`config.mk`:
```
export PLATFORM = sky130hd
export DESIGN_NAME = msgpass_buff_wr_arbiter_flat
export DESIGN_NICKNAME = d
export VERILOG_FILES = /design/src/rtl/msgpass_buff_wr_arbiter_pkg.sv /design/src/rtl/msgpass_buff_wr_arbiter_if.sv /design/src/rtl/msgpass_wr_fifo.sv /design/src/rtl/msgpass_buff_wr_arbiter.sv /design/src/flat_wrapper.sv
export SDC_FILE = /design/constraint.sdc
export NUM_CORES = 1
export LEC_CHECK = 0
export ABC_AREA = 1
export CAP_MARGIN = 5
export CORE_ASPECT_RATIO = 0.5
export CORE_MARGIN = 1.5
export CORE_UTILIZATION = 40
export CTS_CLUSTER_DIAMETER = 50
export DETAILED_ROUTE_END_ITERATION = 8
export PLACE_DENSITY = 0.64
export SLEW_MARGIN = 20
export SYNTH_ARGS = -nofsm -noshare
export SYNTH_HDL_FRONTEND = slang
export SYNTH_HIERARCHICAL = 1
export SYNTH_SLANG_ARGS = --single-unit
```
`constraint.sdc`:
```
create_clock -name write_clk_i -period 2.8 [get_ports write_clk_i]
set_input_delay 0.56 -clock write_clk_i [delete_from_list [all_inputs] [get_ports write_clk_i]]
set_output_delay 0.56 -clock write_clk_i [all_outputs]
set_load 0.01 [all_outputs]
```
`src/rtl/msgpass_buff_wr_arbiter_pkg.sv`:
```
// Shared configuration for the message-passing buffer and its write-side arbiter:
// buffer geometry, the queued write request type and the arbiter priority states.
package msgPass_config_pkg;

    localparam int MSGPASS_BUFF_ADDR_WIDTH  = 6;
    localparam int MSGPASS_BUFF_RDATA_WIDTH = 8;
    localparam int MSGPASS_WR_FIFO_DEPTH    = 4;

    // One queued buffer write at the default buffer geometry
    typedef struct packed {
        logic [MSGPASS_BUFF_ADDR_WIDTH-1:0]  addr;
        logic [MSGPASS_BUFF_RDATA_WIDTH-1:0] data;
    } msgPass_wr_req_t;

    // Which port wins the next same-address collision
    typedef enum logic {
        PRIO_A = 1'b0,
        PRIO_B = 1'b1
    } msgPass_arb_prio_e;

endpackage

```
`src/rtl/msgpass_buff_wr_arbiter_if.sv`:
```
// Producer-facing request handshakes and buffer-facing write ports of the write arbiter.
// The master side is the producer/buffer environment, the slave side is the arbiter.
interface msgpass_buff_wr_arbiter_if
    import msgPass_config_pkg::*;
#(
    parameter int ADDR_WIDTH = MSGPASS_BUFF_ADDR_WIDTH,
    parameter int DATA_WIDTH = MSGPASS_BUFF_RDATA_WIDTH,
    parameter int CNT_WIDTH  = 16
);

    logic                  req_valid_portA_i;
    logic                  req_valid_portB_i;
    logic                  req_ready_portA_o;
    logic                  req_ready_portB_o;
    logic [ADDR_WIDTH-1:0] req_addr_portA_i;
    logic [ADDR_WIDTH-1:0] req_addr_portB_i;
    logic [DATA_WIDTH-1:0] req_data_portA_i;
    logic [DATA_WIDTH-1:0] req_data_portB_i;

    logic                  wen_portA_o;
    logic                  wen_portB_o;
    logic [ADDR_WIDTH-1:0] waddr_portA_o;
    logic [ADDR_WIDTH-1:0] waddr_portB_o;
    logic [DATA_WIDTH-1:0] wdata_portA_o;
    logic [DATA_WIDTH-1:0] wdata_portB_o;

    logic [CNT_WIDTH-1:0]  collision_cnt_o;
    logic                  drained_o;

    modport master (
        output req_valid_portA_i, req_valid_portB_i,
        output req_addr_portA_i, req_addr_portB_i,
        output req_data_portA_i, req_data_portB_i,
        input  req_ready_portA_o, req_ready_portB_o,
        input  wen_portA_o, wen_portB_o,
        input  waddr_portA_o, waddr_portB_o,
        input  wdata_portA_o, wdata_portB_o,
        input  collision_cnt_o, drained_o
    );

    modport slave (
        input  req_valid_portA_i, req_valid_portB_i,
        input  req_addr_portA_i, req_addr_portB_i,
        input  req_data_portA_i, req_data_portB_i,
        output req_ready_portA_o, req_ready_portB_o,
        output wen_portA_o, wen_portB_o,
        output waddr_portA_o, waddr_portB_o,
        output wdata_portA_o, wdata_portB_o,
        output collision_cnt_o, drained_o
    );

endinterface

```
`src/rtl/msgpass_wr_fifo.sv`:
```
// Small synchronous request queue. Pointers carry one extra wrap bit so that
// full and empty are told apart without a separate occupancy counter.
module msgpass_wr_fifo
    import msgPass_config_pkg::*;
#(
    parameter int  DEPTH   = MSGPASS_WR_FIFO_DEPTH,
    parameter type entry_t = msgPass_wr_req_t
) (
    input  logic   clk,
    input  logic   rst_n,
    input  logic   push,
    input  entry_t push_data,
    input  logic   pop,
    output logic   full,
    output logic   empty,
    output entry_t head
);

    localparam int IDX_W = $clog2(DEPTH);
    localparam int PTR_W = IDX_W + 1;

    logic [PTR_W-1:0] wr_ptr_q, wr_ptr_d;
    logic [PTR_W-1:0] rd_ptr_q, rd_ptr_d;
    entry_t           mem_q [DEPTH];
    entry_t           mem_d [DEPTH];

    assign empty = (wr_ptr_q == rd_ptr_q);
    assign full  = (wr_ptr_q[IDX_W] != rd_ptr_q[IDX_W]) &&
                   (wr_ptr_q[IDX_W-1:0] == rd_ptr_q[IDX_W-1:0]);
    assign head  = mem_q[rd_ptr_q[IDX_W-1:0]];

    // Next pointers and storage: a push writes the tail slot, a pop advances the head
    always_comb begin
        wr_ptr_d = wr_ptr_q;
        rd_ptr_d = rd_ptr_q;
        mem_d    = mem_q;
        if (push && !full) begin
            mem_d[wr_ptr_q[IDX_W-1:0]] = push_data;
            wr_ptr_d                   = wr_ptr_q + PTR_W'(1);
        end
        if (pop && !empty) begin
            rd_ptr_d = rd_ptr_q + PTR_W'(1);
        end
    end

    // Pointer registers; reset empties the queue immediately
    always_ff @(posedge clk or negedge rst_n) begin
        if (!rst_n) begin
            wr_ptr_q <= '0;
            rd_ptr_q <= '0;
        end else begin
            wr_ptr_q <= wr_ptr_d;
            rd_ptr_q <= rd_ptr_d;
        end
    end

    // Storage needs no reset: slots are only read after being written
    always_ff @(posedge clk) begin
        mem_q <= mem_d;
    end

endmodule

```
`src/rtl/msgpass_buff_wr_arbiter.sv`:
```
// Write-side arbiter in front of the dual-port message buffer. Each producer
// stream is queued; the issue stage never presents both buffer ports with the
// same address, serialising such collisions with alternating priority.
module msgpass_buff_wr_arbiter
    import msgPass_config_pkg::*;
#(
    parameter int ADDR_WIDTH = MSGPASS_BUFF_ADDR_WIDTH,
    parameter int DATA_WIDTH = MSGPASS_BUFF_RDATA_WIDTH,
    parameter int FIFO_DEPTH = MSGPASS_WR_FIFO_DEPTH,
    parameter int CNT_WIDTH  = 16
) (
    input logic                      write_clk_i,
    input logic                      rstn,
    msgpass_buff_wr_arbiter_if.slave bus
);

    typedef struct packed {
        logic [ADDR_WIDTH-1:0] addr;
        logic [DATA_WIDTH-1:0] data;
    } req_t;

    req_t              push_req_a, push_req_b;
    req_t              head_a, head_b;
    logic              full_a, full_b, empty_a, empty_b;
    logic              push_a, push_b;
    logic              issue_a, issue_b, collision;
    msgPass_arb_prio_e prio_q, prio_d;

    logic                  wen_a_q, wen_a_d, wen_b_q, wen_b_d;
    logic [ADDR_WIDTH-1:0] waddr_a_q, waddr_a_d, waddr_b_q, waddr_b_d;
    logic [DATA_WIDTH-1:0] wdata_a_q, wdata_a_d, wdata_b_q, wdata_b_d;
    logic [CNT_WIDTH-1:0]  cnt_q, cnt_d;

    assign push_req_a = '{addr: bus.req_addr_portA_i, data: bus.req_data_portA_i};
    assign push_req_b = '{addr: bus.req_addr_portB_i, data: bus.req_data_portB_i};
    assign push_a     = bus.req_valid_portA_i & ~full_a;
    assign push_b     = bus.req_valid_portB_i & ~full_b;

    msgpass_wr_fifo #(.DEPTH(FIFO_DEPTH), .entry_t(req_t)) u_fifo_a (
        .clk(write_clk_i), .rst_n(rstn), .push(push_a), .push_data(push_req_a),
        .pop(issue_a), .full(full_a), .empty(empty_a), .head(head_a)
    );

    msgpass_wr_fifo #(.DEPTH(FIFO_DEPTH), .entry_t(req_t)) u_fifo_b (
        .clk(write_clk_i), .rst_n(rstn), .push(push_b), .push_data(push_req_b),
        .pop(issue_b), .full(full_b), .empty(empty_b), .head(head_b)
    );

    // Priority FSM next state and issue decision: on a same-address pair only the favoured port goes
    always_comb begin
        collision = ~empty_a & ~empty_b & (head_a.addr == head_b.addr);
        issue_a   = ~empty_a;
        issue_b   = ~empty_b;
        prio_d    = prio_q;
        if (collision) begin
            case (prio_q)
                PRIO_A: begin
                    issue_b = 1'b0;
                    prio_d  = PRIO_B;
                end
                PRIO_B: begin
                    issue_a = 1'b0;
                    prio_d  = PRIO_A;
                end
                default: prio_d = PRIO_A;
            endcase
        end
    end

    // Output register loads and saturating collision count; idle ports hold their last addr/data
    always_comb begin
        wen_a_d   = ~issue_a;
        wen_b_d   = ~issue_b;
        waddr_a_d = issue_a ? head_a.addr : waddr_a_q;
        wdata_a_d = issue_a ? head_a.data : wdata_a_q;
        waddr_b_d = issue_b ? head_b.addr : waddr_b_q;
        wdata_b_d = issue_b ? head_b.data : wdata_b_q;
        cnt_d     = cnt_q;
        if (collision && (cnt_q != '1)) begin
            cnt_d = cnt_q + CNT_WIDTH'(1);
        end
    end

    // State and output registers; reset withdraws any presented write at once
    always_ff @(posedge write_clk_i or negedge rstn) begin
        if (!rstn) begin
            prio_q    <= PRIO_A;
            wen_a_q   <= 1'b1;
            wen_b_q   <= 1'b1;
            waddr_a_q <= '0;
            waddr_b_q <= '0;
            wdata_a_q <= '0;
            wdata_b_q <= '0;
            cnt_q     <= '0;
        end else begin
            prio_q    <= prio_d;
            wen_a_q   <= wen_a_d;
            wen_b_q   <= wen_b_d;
            waddr_a_q <= waddr_a_d;
            waddr_b_q <= waddr_b_d;
            wdata_a_q <= wdata_a_d;
            wdata_b_q <= wdata_b_d;
            cnt_q     <= cnt_d;
        end
    end

    assign bus.req_ready_portA_o = ~full_a;
    assign bus.req_ready_portB_o = ~full_b;
    assign bus.wen_portA_o       = wen_a_q;
    assign bus.wen_portB_o       = wen_b_q;
    assign bus.waddr_portA_o     = waddr_a_q;
    assign bus.waddr_portB_o     = waddr_b_q;
    assign bus.wdata_portA_o     = wdata_a_q;
    assign bus.wdata_portB_o     = wdata_b_q;
    assign bus.collision_cnt_o   = cnt_q;
    assign bus.drained_o         = empty_a & empty_b & wen_a_q & wen_b_q;

endmodule

```
`src/flat_wrapper.sv`:
```
// flat-port wrapper written by rule: the top's interface ports become plain ports
module msgpass_buff_wr_arbiter_flat import msgPass_config_pkg::*;
#(
    parameter int ADDR_WIDTH = MSGPASS_BUFF_ADDR_WIDTH,
    parameter int DATA_WIDTH = MSGPASS_BUFF_RDATA_WIDTH,
    parameter int FIFO_DEPTH = MSGPASS_WR_FIFO_DEPTH,
    parameter int CNT_WIDTH  = 16
)
  (write_clk_i, rstn, bus_req_valid_portA_i, bus_req_valid_portB_i, bus_req_addr_portA_i, bus_req_addr_portB_i, bus_req_data_portA_i, bus_req_data_portB_i, bus_req_ready_portA_o, bus_req_ready_portB_o, bus_wen_portA_o, bus_wen_portB_o, bus_waddr_portA_o, bus_waddr_portB_o, bus_wdata_portA_o, bus_wdata_portB_o, bus_collision_cnt_o, bus_drained_o);
  msgpass_buff_wr_arbiter_if #(.ADDR_WIDTH(ADDR_WIDTH), .DATA_WIDTH(DATA_WIDTH), .CNT_WIDTH(CNT_WIDTH)) bus_i ();
  input logic write_clk_i;
  input logic rstn;
  input wire logic [$bits(bus_i.req_valid_portA_i)-1:0] bus_req_valid_portA_i;
  input wire logic [$bits(bus_i.req_valid_portB_i)-1:0] bus_req_valid_portB_i;
  input wire logic [$bits(bus_i.req_addr_portA_i)-1:0] bus_req_addr_portA_i;
  input wire logic [$bits(bus_i.req_addr_portB_i)-1:0] bus_req_addr_portB_i;
  input wire logic [$bits(bus_i.req_data_portA_i)-1:0] bus_req_data_portA_i;
  input wire logic [$bits(bus_i.req_data_portB_i)-1:0] bus_req_data_portB_i;
  output wire logic [$bits(bus_i.req_ready_portA_o)-1:0] bus_req_ready_portA_o;
  output wire logic [$bits(bus_i.req_ready_portB_o)-1:0] bus_req_ready_portB_o;
  output wire logic [$bits(bus_i.wen_portA_o)-1:0] bus_wen_portA_o;
  output wire logic [$bits(bus_i.wen_portB_o)-1:0] bus_wen_portB_o;
  output wire logic [$bits(bus_i.waddr_portA_o)-1:0] bus_waddr_portA_o;
  output wire logic [$bits(bus_i.waddr_portB_o)-1:0] bus_waddr_portB_o;
  output wire logic [$bits(bus_i.wdata_portA_o)-1:0] bus_wdata_portA_o;
  output wire logic [$bits(bus_i.wdata_portB_o)-1:0] bus_wdata_portB_o;
  output wire logic [$bits(bus_i.collision_cnt_o)-1:0] bus_collision_cnt_o;
  output wire logic [$bits(bus_i.drained_o)-1:0] bus_drained_o;
  assign bus_i.req_valid_portA_i = bus_req_valid_portA_i;
  assign bus_i.req_valid_portB_i = bus_req_valid_portB_i;
  assign bus_i.req_addr_portA_i = bus_req_addr_portA_i;
  assign bus_i.req_addr_portB_i = bus_req_addr_portB_i;
  assign bus_i.req_data_portA_i = bus_req_data_portA_i;
  assign bus_i.req_data_portB_i = bus_req_data_portB_i;
  assign bus_req_ready_portA_o = bus_i.req_ready_portA_o;
  assign bus_req_ready_portB_o = bus_i.req_ready_portB_o;
  assign bus_wen_portA_o = bus_i.wen_portA_o;
  assign bus_wen_portB_o = bus_i.wen_portB_o;
  assign bus_waddr_portA_o = bus_i.waddr_portA_o;
  assign bus_waddr_portB_o = bus_i.waddr_portB_o;
  assign bus_wdata_portA_o = bus_i.wdata_portA_o;
  assign bus_wdata_portB_o = bus_i.wdata_portB_o;
  assign bus_collision_cnt_o = bus_i.collision_cnt_o;
  assign bus_drained_o = bus_i.drained_o;
  msgpass_buff_wr_arbiter #(.ADDR_WIDTH(ADDR_WIDTH), .DATA_WIDTH(DATA_WIDTH), .FIFO_DEPTH(FIFO_DEPTH), .CNT_WIDTH(CNT_WIDTH)) u_core (.write_clk_i(write_clk_i), .rstn(rstn), .bus(bus_i));
endmodule
```
==> run summary, run 1 <==
Status: finished, final reports clean
Hpwl dp: 11200 um
I/O Pins: 81
Sequential fraction of the synthesis area: 0.654
Critical path, cell by cell: inv_2 > nand2_1 > nand2_1 > nand3_2 > inv_1 > inv_1 > clkdlybuf4s50_1
Worst-margin pin slew: 0.624 ns
Relative slew slack: 0.584
Average size of a mapped cell: 10.5 um2
Syn_nets: 747
Fin. Hold Viols: 0
Number of global-route vias before repair: 5064
Total CTS buffers: 17
Design Area, Final: 9170 um2
Met1 usage in global routing: 0.255
Largest net degree at the start of global routing: 36
Cts-stage hold buffer count: 0
Setup TNS: 0 ns
Via density: 5.00
Pins over their slew limit: 0
GR Layer Usage met2: 0.280
Total core area: 17700 um2
Power Density: 1120 nW/um2
DRT antenna net count: 0
Initial core utilization: 0.417
Via count: 5260
Final setup viols: 0
Synthesized area: 7400 um2
FF+latch count, synth: 171
R2R cell count: 12
Rows: 34
Min-delay worst type: primary input to async pin
Cell total after placement: 1020
All-Layer GR Usage: 0.181
DRT iter0 DRCs: 458
Layout fillers: 1567
CP max-delay cell: clkdlybuf4s50_1
Final cell count without fillers: 1052
FF-to-FF Start: u_core/u_fifo_b/rd_ptr_q[0]
Die X: 195 um
Grt total ovfl: 0
# Post-CTS Setup Buffers: 0
Worst path required time: 2.24 ns
Final setup margin: 0.211 ns
Area growth syn-to-layout: 23.9%
GRT Max-Usage Layer: met2
CP Class: register to output pin
Share of post-route cells with drive strength above 1: 0.0954
Core Util, Final: 0.517
Reg clk slew, reported paths: 0.07 ns
RR Endpoint: u_core/bus.collision_cnt_o[10]
Critical Path Sink Type: output pin
# diodes: 0
Fin crit period: 2.59 ns
Die area: 19400 um2
Pwr Total: 10.3 mW
Leakage power: 3.78 nW
Layout Skew: 0.0105 ns
First-pass GRT wire length: 26900 um
RSZ-0062 raised after global routing: false
Critical path arrival: 2.03 ns
Final Cycle Share: 0.925
R2r setup slk: 0.33 ns
CTS tree: built
WL per Instance: 15.7 um
CP max stage delay: 0.54 ns
Clk buf depth: 2
M3 GR Usage: 0.0400
CTS root buf: clkbuf_16
CP Launch Type: register
Area of placed instances: 8580 um2
Input/output buffers: 80
Clk Latency, worst-skew pair: 0.42 ns
Routed wire length: 16500 um
Min Hold Slack: 0.150 ns
Max VDD drop: 0.606 mV
# clock sinks: 171
Pre-CTS setup slack: 0.273 ns
Post-Syn Instances: 704
Highest clock rate: 386 MHz
Max cap viols: 0
Initial antenna violation count: 0
Unique masters post-synth: 26
Number of remaining DRC errors: 0
CTS H-Tree Depth: 4
Nets: 848
GP Congestion: 0.834
Worst-path maximum fanout: 10
YS warnings: 6
TritonRoute pass-1 iters: 5
Die H: 99.2 um
-- registers in the layout (all words and copies together) (netlist names), 3 cells and up --
register	cells
u_core/u_fifo_a/rd_ptr_q	3
u_core/bus.collision_cnt_o	16
u_core/u_fifo_b/wr_ptr_q	3
u_core/u_fifo_a/mem_q	56
u_core/u_fifo_a/wr_ptr_q	3
u_core/bus.waddr_portA_o	6
u_core/u_fifo_b/mem_q	56
u_core/u_fifo_b/rd_ptr_q	3
u_core/bus.waddr_portB_o	6
u_core/bus.wdata_portB_o	8
u_core/bus.wdata_portA_o	8
-- timing repair --
action	in CTS	in global routing
gates resized for setup	2	2
endpoints found under the hold margin	0	0
setup endpoints to repair	1	18
-- metal layers --
metal / vias up / wire length (um)
met5: - / 0
met4: 0 / 180
met3: 14 / 637
li1: 2609 / -
met1: 2536 / 8020
met2: 101 / 7630
-- cells by family after synthesis --
kind of cell             Yosys count  share of synthesized area
AND/OR/NAND/NOR                  342                      0.199
AO/OA/AOI/OAI                     86                     0.0629
buffers and inverters             76                     0.0439
XOR/XNOR                          18                     0.0213
adder cells (fa/ha/maj)           11                     0.0186
flip-flops                       171                      0.654
-- Yosys cell counts --
cell,number,share of area
nor3_1,2,0.0014
ha_1,11,0.019
buf_6,2,0.0030
buf_2,11,0.0074
nand3_2,4,0.0054
nand3_1,93,0.063
nand4_1,1,0.00085
edfxtp_1,112,0.45
nand2_1,148,0.075
clkbuf_1,10,0.0051
inv_1,43,0.022
xnor2_1,11,0.013
xor2_1,7,0.0083
inv_2,5,0.0025
buf_4,3,0.0030
nand2_2,1,0.00085
nand4_2,1,0.0017
o21ai_0,58,0.039
dfrtp_1,57,0.19
o22ai_1,28,0.024
dfstp_2,2,0.0071
nor2_2,1,0.00085
buf_1,2,0.0010
nand3b_1,2,0.0020
nand2_4,3,0.0046
nor2_1,86,0.044
-- worst max-delay path: cells and delay by family (launching register included) --
kind                   cells  cell delay, ns
DFF                        1            0.49
and+or+nand+nor            3            0.35
buffers and inverters      4            0.78
-- report_power, final --
group / switching (mW) / internal (mW) / total, mW / leakage (nW)
Sequential: 0.395 / 3.48 / 3.88 / 1.76
Combinational: 2.47 / 1.64 / 4.11 / 1.73
Clock: 0.946 / 1.33 / 2.28 / 0.284
Total: 3.81 / 6.45 / 10.3 / 3.78
-- placed cells by master, fill, tap and decap left out, types with 2 or more instances in the layout --
master           instances
o22ai_1                 28
nand2_1                147
inv_1                   42
clkbuf_1                 4
nand3b_1                 2
nand2_2                  2
xnor2_1                 10
nand3_1                 93
o21ai_0                 58
clkdlybuf4s50_1         78
nor2_1                  86
edfxtp_1               112
clkbuf_16               19
ha_1                    11
nand3_2                  4
nand2_4                  3
buf_4                   29
nor3_1                   2
inv_6                    2
inv_2                    5
dfstp_2                  2
xor2_1                   7
dfrtp_1                 57
clkinv_2                 3
clkinv_4                 2
-- layout make-up --
type / count / area (um2) / share of cell area
sequential: 171 / 4840 / 0.528
multi-input combinational: 457 / 2240 / 0.245
timing repair buffer: 110 / 1030 / 0.113
clock buffer: 23 / 490 / 0.0535
tap: 234 / 293 / 0.0319
inverter: 48 / 184 / 0.0201
clock inverter: 9 / 83.8 / 0.00914
-- worst max-delay path by stage --
stage / start / end / cells past startpoint
final: u_core/u_fifo_a/rd_ptr_q[1] / bus_req_ready_portA_o / 7
after global routing: u_core/u_fifo_a/rd_ptr_q[1] / bus_req_ready_portA_o / 7
after CTS: u_core/u_fifo_b/rd_ptr_q[0] / u_core/bus.wdata_portA_o[2] / 12
after detailed placement: u_core/u_fifo_b/rd_ptr_q[0] / u_core/bus.wdata_portA_o[2] / 12
after global placement: u_core/u_fifo_b/rd_ptr_q[0] / u_core/bus.wdata_portA_o[3] / 12
after floorplan: u_core/u_fifo_a/rd_ptr_q[1] / u_core/u_fifo_a/mem_q[14] / 8
Power figures use the tool's default switching activity.
==> run 2: changes to the inputs <==
MAX_ROUTING_LAYER = met4   (was default)
==> run summary, run 2 (synthesized netlist as in run 1, its figures left out) <==
Status: finished, final reports clean
DRT met1 WL: 8010 um
CP Launch Type: register
Grt total ovfl: 0
Crit path max-delay family: buffers and inverters
Min-delay worst type: primary input to async pin
Input/output buffers: 80
Routed wire length: 16500 um
Die X: 195 um
Pins over their slew limit: 0
Area growth syn-to-layout: 23.9%
Relative slew slack: 0.586
I/O Pins: 81
Max VDD drop: 0.612 mV
Max cap viols: 0
Share of post-route cells with drive strength above 1: 0.0954
All-Layer GR Usage: 0.187
Die H: 99.2 um
WL met3: 684 um
CP Class: register to output pin
Cts-stage hold buffer count: 0
Worst-path maximum fanout: 10
Total CTS buffers: 17
Critical path, cell by cell: inv_2 > nand2_1 > nand2_1 > nand3_2 > inv_1 > inv_1 > clkdlybuf4s50_1
Clk Latency, worst-skew pair: 0.42 ns
Critical path arrival: 2.02 ns
CTS H-Tree Depth: 4
CP max-delay cell: clkdlybuf4s50_1
Largest net degree at the start of global routing: 36
Layout Skew: 0.0105 ns
Via count: 5283
Final cell count without fillers: 1052
Cell total after placement: 1020
Initial antenna violation count: 0
Met2 WL: 7540 um
# Post-CTS Setup Buffers: 0
Worst path required time: 2.24 ns
# resized after CTS: 2
Number of remaining DRC errors: 0
Final setup viols: 0
R2R cell count: 12
DRT antenna net count: 0
Total core area: 17700 um2
RSZ-0062 raised after global routing: false
Buffers and inverters on the worst path: 4
WL per Instance: 15.6 um
R2r setup slk: 0.31 ns
Hpwl dp: 11200 um
Rows: 34
Setup TNS: 0 ns
First-pass GRT wire length: 26900 um
Fin. Hold Viols: 0
Die area: 19400 um2
# diodes: 0
Via density: 5.02
CTS tree: built
Critical Path Sink Type: output pin
CTS root buf: clkbuf_16
# clock sinks: 171
Highest clock rate: 387 MHz
Power Density: 1120 nW/um2
Commonest non-fill, non-tap cell in the layout: nand2_1
RR Endpoint: u_core/bus.collision_cnt_o[10]
CP max stage delay: 0.54 ns
GP Congestion: 0.847
Reg clk slew, reported paths: 0.07 ns
Final Cycle Share: 0.922
Highest metal used: met4
Fin crit period: 2.58 ns
FF-to-FF Start: u_core/u_fifo_b/rd_ptr_q[0]
TritonRoute pass-1 iters: 5
Most frequent cells in the layout: nand2_1 (147), edfxtp_1 (112), nand3_1 (93)
Number of global-route vias before repair: 5056
Initial core utilization: 0.417
Worst-margin pin slew: 0.622 ns
DRT iter0 DRCs: 464
Nets: 848
Critical Path Source: u_core/u_fifo_a/rd_ptr_q[1]
Clk buf depth: 2
Leakage power: 3.78 nW
[run 2: cell counts in the layout (fill, tap and decap cells not counted)]
No cell type changed its count.
[run 2: final cells by class]
class / instances / area (um2)
fillers: 1567 / 8570
flip-flops and latches: 171 / 4840
multi-input cells: 457 / 2240
repair buffers: 110 / 1030
clock buffers: 23 / 490
well taps: 234 / 293
inverters: 48 / 184
clock inverters: 9 / 83.8
[run 2: worst max path at each step]
stage / slack [ns] / cells after the start / to
final: 0.22 / 7 / bus_req_ready_portA_o
after CTS: 0.19 / 12 / u_core/bus.wdata_portA_o[2]
after detailed placement: 0.27 / 12 / u_core/bus.wdata_portA_o[2]
after global placement: 0.36 / 12 / u_core/bus.wdata_portA_o[3]
after floorplan: 0.60 / 8 / u_core/u_fifo_a/mem_q[14]
after global routing: 0.06 / 7 / bus_req_ready_portA_o
[run 2: per-layer routing]
metal,up-vias,GRT usage
li1,2608,-
met1,2541,0.256
met2,114,0.280
met3,20,0.0387
met4,0,0.0608
met5,-,-
[run 2: through the flow]
step / util / setup WS (ns) / instance area (um2) / power (mW) / hold slack, ns
after floorplan: - / 0.603 / 7400 / 6.44 / 0.264
after global placement: 0.484 / 0.363 / 8580 / 7.97 / 0.491
after detailed placement: 0.484 / 0.273 / 8580 / 8.03 / 0.489
after CTS: 0.517 / 0.189 / 9160 / 10.4 / 0.165
after global routing: 0.517 / 0.0622 / 9170 / 11.0 / 0.181
final: 0.517 / 0.218 / 9170 / 10.3 / 0.145
[run 2: power by group]
part	leakage [nW]	switching (mW)	internal, mW
combinational	1.73	2.47	1.64
clock	0.284	0.951	1.33
sequential	1.76	0.394	3.48
[run 2: worst reg2reg max path, cell delays in order, from the launching register on]
cell and delay (ns):
dfrtp_1 0.49, clkinvlp_4 0.30, buf_4 0.26, o21ai_0 0.18
o22ai_1 0.17, nor2_1 0.13, nor2_1 0.06, nor2_2 0.18
nand2_2 0.12, inv_2 0.11, buf_4 0.23, nand3_1 0.12
nand2_1 0.08
